**src/rtl/alu_design.sv**
```systemverilog
// Registered ALU with arithmetic/logical modes, operand validity checking and a
// two-stage multiply path that stalls with the clock enable.
module alu_design #(
    parameter int DW = 8,
    parameter int CW = 4
) (
    input  logic            CLK,
    input  logic            RST,
    input  logic            CE,
    input  logic [1:0]      INP_VALID,
    input  logic            MODE,
    input  logic [CW-1:0]   CMD,
    input  logic [DW-1:0]   OPA,
    input  logic [DW-1:0]   OPB,
    input  logic            CIN,
    output logic [2*DW-1:0] RES,
    output logic            COUT,
    output logic            OFLOW,
    output logic            G,
    output logic            L,
    output logic            E,
    output logic            ERR
);

    localparam int SW = $clog2(DW);
    localparam logic [DW:0] ONE = (DW+1)'(1);

    int unsigned     cmd_i;
    logic [DW:0]     ext_a, ext_b, ext_c;
    logic [DW:0]     sum, diff;
    logic [2*DW-1:0] rot2;
    logic [DW-1:0]   log_res;
    logic            need_a, need_b, illegal, add_op, sub_op, is_mul, rot_err, op_ok;
    logic [DW:0]     mul_a_nxt, mul_b_nxt;
    logic [2*DW-1:0] nxt_res;
    logic            nxt_cout, nxt_oflow, nxt_g, nxt_l, nxt_e, nxt_err;

    logic            mul_pend;
    logic [DW:0]     mul_a, mul_b;

    assign cmd_i = 32'(CMD);
    assign ext_a = {1'b0, OPA};
    assign ext_b = {1'b0, OPB};
    assign ext_c = {{DW{1'b0}}, CIN};

    always_comb begin
        need_a    = 1'b0;
        need_b    = 1'b0;
        illegal   = 1'b0;
        add_op    = 1'b0;
        sub_op    = 1'b0;
        is_mul    = 1'b0;
        rot_err   = 1'b0;
        sum       = '0;
        diff      = '0;
        rot2      = '0;
        log_res   = '0;
        mul_a_nxt = '0;
        mul_b_nxt = '0;
        nxt_res   = '0;
        nxt_cout  = 1'b0;
        nxt_oflow = 1'b0;
        nxt_g     = 1'b0;
        nxt_l     = 1'b0;
        nxt_e     = 1'b0;
        nxt_err   = 1'b0;
        if (MODE) begin
            case (cmd_i)
                0:  begin need_a = 1'b1; need_b = 1'b1; add_op = 1'b1; sum = ext_a + ext_b; end
                1:  begin need_a = 1'b1; need_b = 1'b1; sub_op = 1'b1; diff = ext_a - ext_b; end
                2:  begin need_a = 1'b1; need_b = 1'b1; add_op = 1'b1; sum = ext_a + ext_b + ext_c; end
                3:  begin need_a = 1'b1; need_b = 1'b1; sub_op = 1'b1; diff = ext_a - ext_b - ext_c; end
                4:  begin need_a = 1'b1; add_op = 1'b1; sum = ext_a + ONE; end
                5:  begin need_a = 1'b1; sub_op = 1'b1; diff = ext_a - ONE; end
                6:  begin need_b = 1'b1; add_op = 1'b1; sum = ext_b + ONE; end
                7:  begin need_b = 1'b1; sub_op = 1'b1; diff = ext_b - ONE; end
                8:  begin
                    need_a = 1'b1; need_b = 1'b1;
                    nxt_g  = (OPA > OPB);
                    nxt_l  = (OPA < OPB);
                    nxt_e  = (OPA == OPB);
                end
                9:  begin need_a = 1'b1; need_b = 1'b1; is_mul = 1'b1; mul_a_nxt = ext_a + ONE; mul_b_nxt = ext_b + ONE; end
                10: begin need_a = 1'b1; need_b = 1'b1; is_mul = 1'b1; mul_a_nxt = {1'b0, OPA[DW-2:0], 1'b0}; mul_b_nxt = ext_b; end
                default: illegal = 1'b1;
            endcase
        end else begin
            case (cmd_i)
                0:  begin need_a = 1'b1; need_b = 1'b1; log_res = OPA & OPB; end
                1:  begin need_a = 1'b1; need_b = 1'b1; log_res = ~(OPA & OPB); end
                2:  begin need_a = 1'b1; need_b = 1'b1; log_res = OPA | OPB; end
                3:  begin need_a = 1'b1; need_b = 1'b1; log_res = ~(OPA | OPB); end
                4:  begin need_a = 1'b1; need_b = 1'b1; log_res = OPA ^ OPB; end
                5:  begin need_a = 1'b1; need_b = 1'b1; log_res = ~(OPA ^ OPB); end
                6:  begin need_a = 1'b1; log_res = ~OPA; end
                7:  begin need_b = 1'b1; log_res = ~OPB; end
                8:  begin need_a = 1'b1; log_res = OPA >> 1; end
                9:  begin need_a = 1'b1; log_res = OPA << 1; end
                10: begin need_b = 1'b1; log_res = OPB >> 1; end
                11: begin need_b = 1'b1; log_res = OPB << 1; end
                // Rotation by shifting a doubled copy; the wrapped bits land in the kept half.
                12: begin
                    need_a = 1'b1; need_b = 1'b1;
                    rot2    = {OPA, OPA} << OPB[SW-1:0];
                    log_res = rot2[2*DW-1:DW];
                    rot_err = |OPB[DW-1:SW];
                end
                13: begin
                    need_a = 1'b1; need_b = 1'b1;
                    rot2    = {OPA, OPA} >> OPB[SW-1:0];
                    log_res = rot2[DW-1:0];
                    rot_err = |OPB[DW-1:SW];
                end
                default: illegal = 1'b1;
            endcase
            nxt_res = {{DW{1'b0}}, log_res};
        end
        if (add_op) begin
            nxt_res  = {{(DW-1){1'b0}}, sum};
            nxt_cout = sum[DW];
        end
        if (sub_op) begin
            nxt_res   = {{DW{1'b0}}, diff[DW-1:0]};
            nxt_oflow = diff[DW];
        end
        op_ok   = !illegal && (!need_a || INP_VALID[0]) && (!need_b || INP_VALID[1]);
        nxt_err = rot_err;
        if (!op_ok) begin
            nxt_res   = '0;
            nxt_cout  = 1'b0;
            nxt_oflow = 1'b0;
            nxt_g     = 1'b0;
            nxt_l     = 1'b0;
            nxt_e     = 1'b0;
            nxt_err   = 1'b1;
            is_mul    = 1'b0;
        end
    end

    // A pending multiply owns the next enabled edge; any command offered then is dropped.
    always_ff @(posedge CLK) begin
        if (!RST) begin
            RES      <= '0;
            COUT     <= 1'b0;
            OFLOW    <= 1'b0;
            G        <= 1'b0;
            L        <= 1'b0;
            E        <= 1'b0;
            ERR      <= 1'b0;
            mul_pend <= 1'b0;
            mul_a    <= '0;
            mul_b    <= '0;
        end else if (CE) begin
            if (mul_pend) begin
                RES      <= (2*DW)'(mul_a) * (2*DW)'(mul_b);
                COUT     <= 1'b0;
                OFLOW    <= 1'b0;
                G        <= 1'b0;
                L        <= 1'b0;
                E        <= 1'b0;
                ERR      <= 1'b0;
                mul_pend <= 1'b0;
            end else if (INP_VALID != 2'b00) begin
                if (is_mul) begin
                    mul_pend <= 1'b1;
                    mul_a    <= mul_a_nxt;
                    mul_b    <= mul_b_nxt;
                end else begin
                    RES   <= nxt_res;
                    COUT  <= nxt_cout;
                    OFLOW <= nxt_oflow;
                    G     <= nxt_g;
                    L     <= nxt_l;
                    E     <= nxt_e;
                    ERR   <= nxt_err;
                end
            end
        end
    end

endmodule

```
**config.mk**
```make
export PLATFORM = sky130hd
export DESIGN_NAME = alu_design
export DESIGN_NICKNAME = d
export VERILOG_FILES = /design/src/rtl/alu_design.sv
export SDC_FILE = /design/constraint.sdc
export NUM_CORES = 1
export LEC_CHECK = 0
export BUFFER_PORTS_ARGS = -buffer_cell sky130_fd_sc_hd__buf_2
export CELL_PAD_IN_SITES_DETAIL_PLACEMENT = 1
export CELL_PAD_IN_SITES_GLOBAL_PLACEMENT = 1
export CORE_MARGIN = 2
export CORE_UTILIZATION = 30
export DETAILED_ROUTE_END_ITERATION = 8
export PLACE_DENSITY_LB_ADDON = 0.05
export SETUP_SLACK_MARGIN = 0.1
export SLEW_MARGIN = 25
export SYNTH_ARGS = -nofsm -noshare
export SYNTH_HDL_FRONTEND = slang
export SYNTH_SLANG_ARGS = --single-unit
```
**constraint.sdc**
```tcl
create_clock -name CLK -period 8.55 [get_ports CLK]
set_input_delay 0.4275 -clock CLK [delete_from_list [all_inputs] [get_ports CLK]]
set_output_delay 0.4275 -clock CLK [all_outputs]
set_load 0.05 [all_outputs]
```
==> summary.md <==
| Metric | Value |
|---|---|
| DRC Markers | `0` |
| Area of placed instances | `8560 um^2` |
| H-tree depth | `2` |
| Post-CTS setup-driven buffer insertion count | `0` |
| Via density per instance | `5.57` |
| Data required time of the critical path | `8.72 ns` |
| Number of distinct library cell variants in the gate-level netlist after synthesis | `85` |
| Number of cell rows | `60` |
| Critical Path AT | `slightly below 5 ns` |
| Min-Delay Startpoint | `G$_SDFFE_PN0P_` |
| Async SR Flop Fraction | `0%` |
| Number of antenna violations at the first check in global routing | `0` |
| Post-synthesis area per instance | `7.36 um^2` |
| Reg2Reg Depth | `16` |
| Mapped cell area | `8150 um^2` |
| Num CTS Buffers | `5` |
| CTS tree | `yes` |
| Cells after Synth | `1,107` |
| Iteration-0 DRC Markers | `436` |
| Area fraction of the dominant cell type after synthesis | `12.5%` |
| FMAX | `211 MHz` |
| Longest individual stage delay on the worst path | `approximately 0.55 ns` |
| Clock Skews | `0.0117 ns` |
| Worst Hold Path EP | `G$_SDFFE_PN0P_` |
| Final HPWL DP | `26,200 um` |
| Setup Total Neg Slack | `0 ns` |
| Leading post-synthesis cells by cell area | `fa_1 (13%), dfxtp_1 (10%), ha_1 (9.5%)` |
| Die Outline Area | `28,500 um^2` |
| CTS Hold Bufs | `0` |
| Post-synth EDFFs | `0` |
| Final worst path period need | `4.75 ns` |
| Global-route wire length before repair | `a little over 50,000 um` |
| Maximum number of pins on one net before global-route repair | `49` |
| Net total in the final layout | `1,232` |
| Final global-route overflow total | `0` |
| Fraction of layout cells with a size suffix above 1 | `8.97%` |
| Critical R2R Launch | `mul_a[5]$_SDFFE_PN0P_` |
| Post-Syn Nets | `1,247` |
| CTS Root Buffer Type | `clkbuf_16` |
| Leading post-synthesis cells by instance count | `inv_1 (107), nand2_1 (105), nor2_1 (85)` |
| Startpoint types | `register` |
| Detail Route Antenna Nets | `0` |
| Remaining max-slew budget at the tightest pin | `a little over two fifths` |
| Yosys synthesis warning count | `0` |
| Power per cell area | `85.3 nW/um^2` |
| Worst voltage drop across the vdd grid | `0.0000617 V` |
| Kind of capture point of the worst setup path | `register` |
| Horizontal die dimension | `169 um` |
| Total routing usage reported by global routing | `23.5%` |
| Standard cell core area | `26,800 um^2` |
| Hold path depth | `2` |
| Final instance area | `8730 um^2` |
| Top-level port count | `49` |
| Post-Route Utilization | `32.6%` |
| DRT Wirelength | `33,900 um` |
| TritonCTS sink count | `41` |
| Master of the slowest instance on the critical path | `fa_1` |
| Cells along the critical path | `nand2_1, fa_1, fa_1, inv_1, fa_1, inv_1, fa_1, inv_1, ha_1, or3_1, o21ai_0, a21oi_1, a41o_1, o41ai_1, xnor2_1, o21ai_0` |
| Worst-path fanout max | `10` |
| CP bufs+invs | `3` |
| Type of the setup path with the least slack | `register to register` |
| Area Overhead vs Synth | `7.11%` |
| Final count of pins violating max slew | `0` |
| Total via count after detailed routing | `about 8,000` |
| Result of the run | `completed` |
| Most frequent cell after synthesis | `inv_1` |
| R2r endpoint | `RES[15]$_SDFFE_PN0P_` |
| Number of buffer cells added on primary ports | `48` |
| Crit path top cell by count | `fa_1` |
| Post-synthesis register bit count | `between 40 and 50` |
| Effective utilization at floorplan | `30.4%` |
| Total of cells resized after clock tree synthesis | `0` |
| Actual slew at the worst max-slew pin | `0.852 ns` |
| Tcrit/Tclk final | `55.6%` |
| Dominant cell type by area after synthesis | `fa_1` |
| Final estimated routing congestion in global placement | `about 0.86` |
| Inserted Diodes | `0` |
| Maximum capacitance violations | `0` |
| Average detailed-routed wire length per instance | `around 24 um` |
| Hold Fails Final Rpt | `0` |
| DR pass1 iterations | `4` |
| CTS Buffer Depth | `2` |
| Synth Flop Type | `dfxtp_1` |
| Reg clk slew, reported paths | `0.06 ns` |
| Setup slack on the worst flop-to-flop path | `3.80 ns` |
| Family of cells with the greatest summed delay on the critical path | `adder cells` |
| Static Leak | `3.78 nW` |
| Overall die height | `around 170 um` |
| Setup repair after global routing missed its margin | `no` |
| Setup violations, final | `0` |
| Vias in the first global route | `about 8,200` |
| Latest clock arrival within the worst-skew pair | `0.28 ns` |
| Share of the yosys chip area belonging to registers | `between 10% and 20%` |
| Min-Delay Path Class | `register to register` |
## cell families (layout without fill, tap and decap cells)
kind of cell | Yosys count | after routing | synth area share, %
muxes | 37 | 37 | 5.05
adders and majority gates | 113 | 113 | 22.0
buffers and inverters | 188 | 174 | 9.20
AOI/OAI and AO/OA | 274 | 274 | 22.9
DFF | 41 | 41 | 10.1
xor gates and xnor gates | 61 | 61 | 6.56
and+or+nand+nor | 393 | 393 | 24.2
## tightest hold or removal path: stages, from the launching register on
cell	delay, ns
dfxtp_1	0.31
nand2_1	0.05
a21oi_1	0.05
## how the worst max path moves through the flow
stage	from	to	slack (ns)	cells past startpoint
after floorplan	mul_a[5]$_SDFFE_PN0P_	RES[15]$_SDFFE_PN0P_	4.04	17
final	mul_a[5]$_SDFFE_PN0P_	RES[15]$_SDFFE_PN0P_	3.80	16
after detailed placement	mul_a[5]$_SDFFE_PN0P_	RES[15]$_SDFFE_PN0P_	3.76	16
after global placement	mul_a[5]$_SDFFE_PN0P_	RES[15]$_SDFFE_PN0P_	3.86	16
after global routing	mul_a[5]$_SDFFE_PN0P_	RES[15]$_SDFFE_PN0P_	3.50	16
after CTS	mul_a[5]$_SDFFE_PN0P_	RES[15]$_SDFFE_PN0P_	3.73	16
## metal layers
| layer | track usage [%] | vias to the layer above | routed length (um) |
|---|---|---|---|
| li1 | - | 3820 | - |
| met1 | 31.1 | 3994 | 15400 |
| met2 | 40.2 | 126 | 16500 |
| met3 | 1.52 | 52 | 671 |
| met4 | 8.85 | 0 | 1260 |
| met5 | 0 | - | 0 |
## power breakdown
group	internal, mW	switching (mW)
Combinational	0.104	0.224
Clock	0.146	0.0742
Sequential	0.194	0.00200
## stage by stage
stage | setup WS [ns] | instances | total power, mW | hold slack [ns]
after global placement | 3.86 | 1426 | 0.524 | 0.443
after floorplan | 4.04 | 1107 | 0.419 | 0.496
after global routing | 3.50 | 1434 | 0.784 | 0.490
final | 3.80 | 1434 | 0.744 | 0.450
after detailed placement | 3.76 | 1426 | 0.524 | 0.444
after CTS | 3.73 | 1434 | 0.749 | 0.451
## state kept, by name, indices dropped and copies added (netlist names)
register  cells
E             1
OFLOW         1
mul_a         9
ERR           1
mul_pend      1
COUT          1
mul_b         9
RES          16
L             1
G             1
## final cells by class
cell class / instances / area [um^2]
inverters: 109 / 409
clock inverters: 1 / 30.0
fillers: 3331 / 18100
clock buffers: 7 / 143
repair buffers: 57 / 308
flip-flops and latches: 41 / 821
well taps: 341 / 427
multi-input cells: 878 / 6590
## cells in the final DEF, fill, tap and decap left out, drive strengths merged, types with 30 or more instances in the layout
cell and n:
nand2 106, nor3 30, nand3 39, a21oi 70, fa 51, nor2 87, dfxtp 41, o21ai 57
xnor2 47, mux2i 31, buf 57, ha 62, and2 48, inv 107
Power figures use the tool's default switching activity.
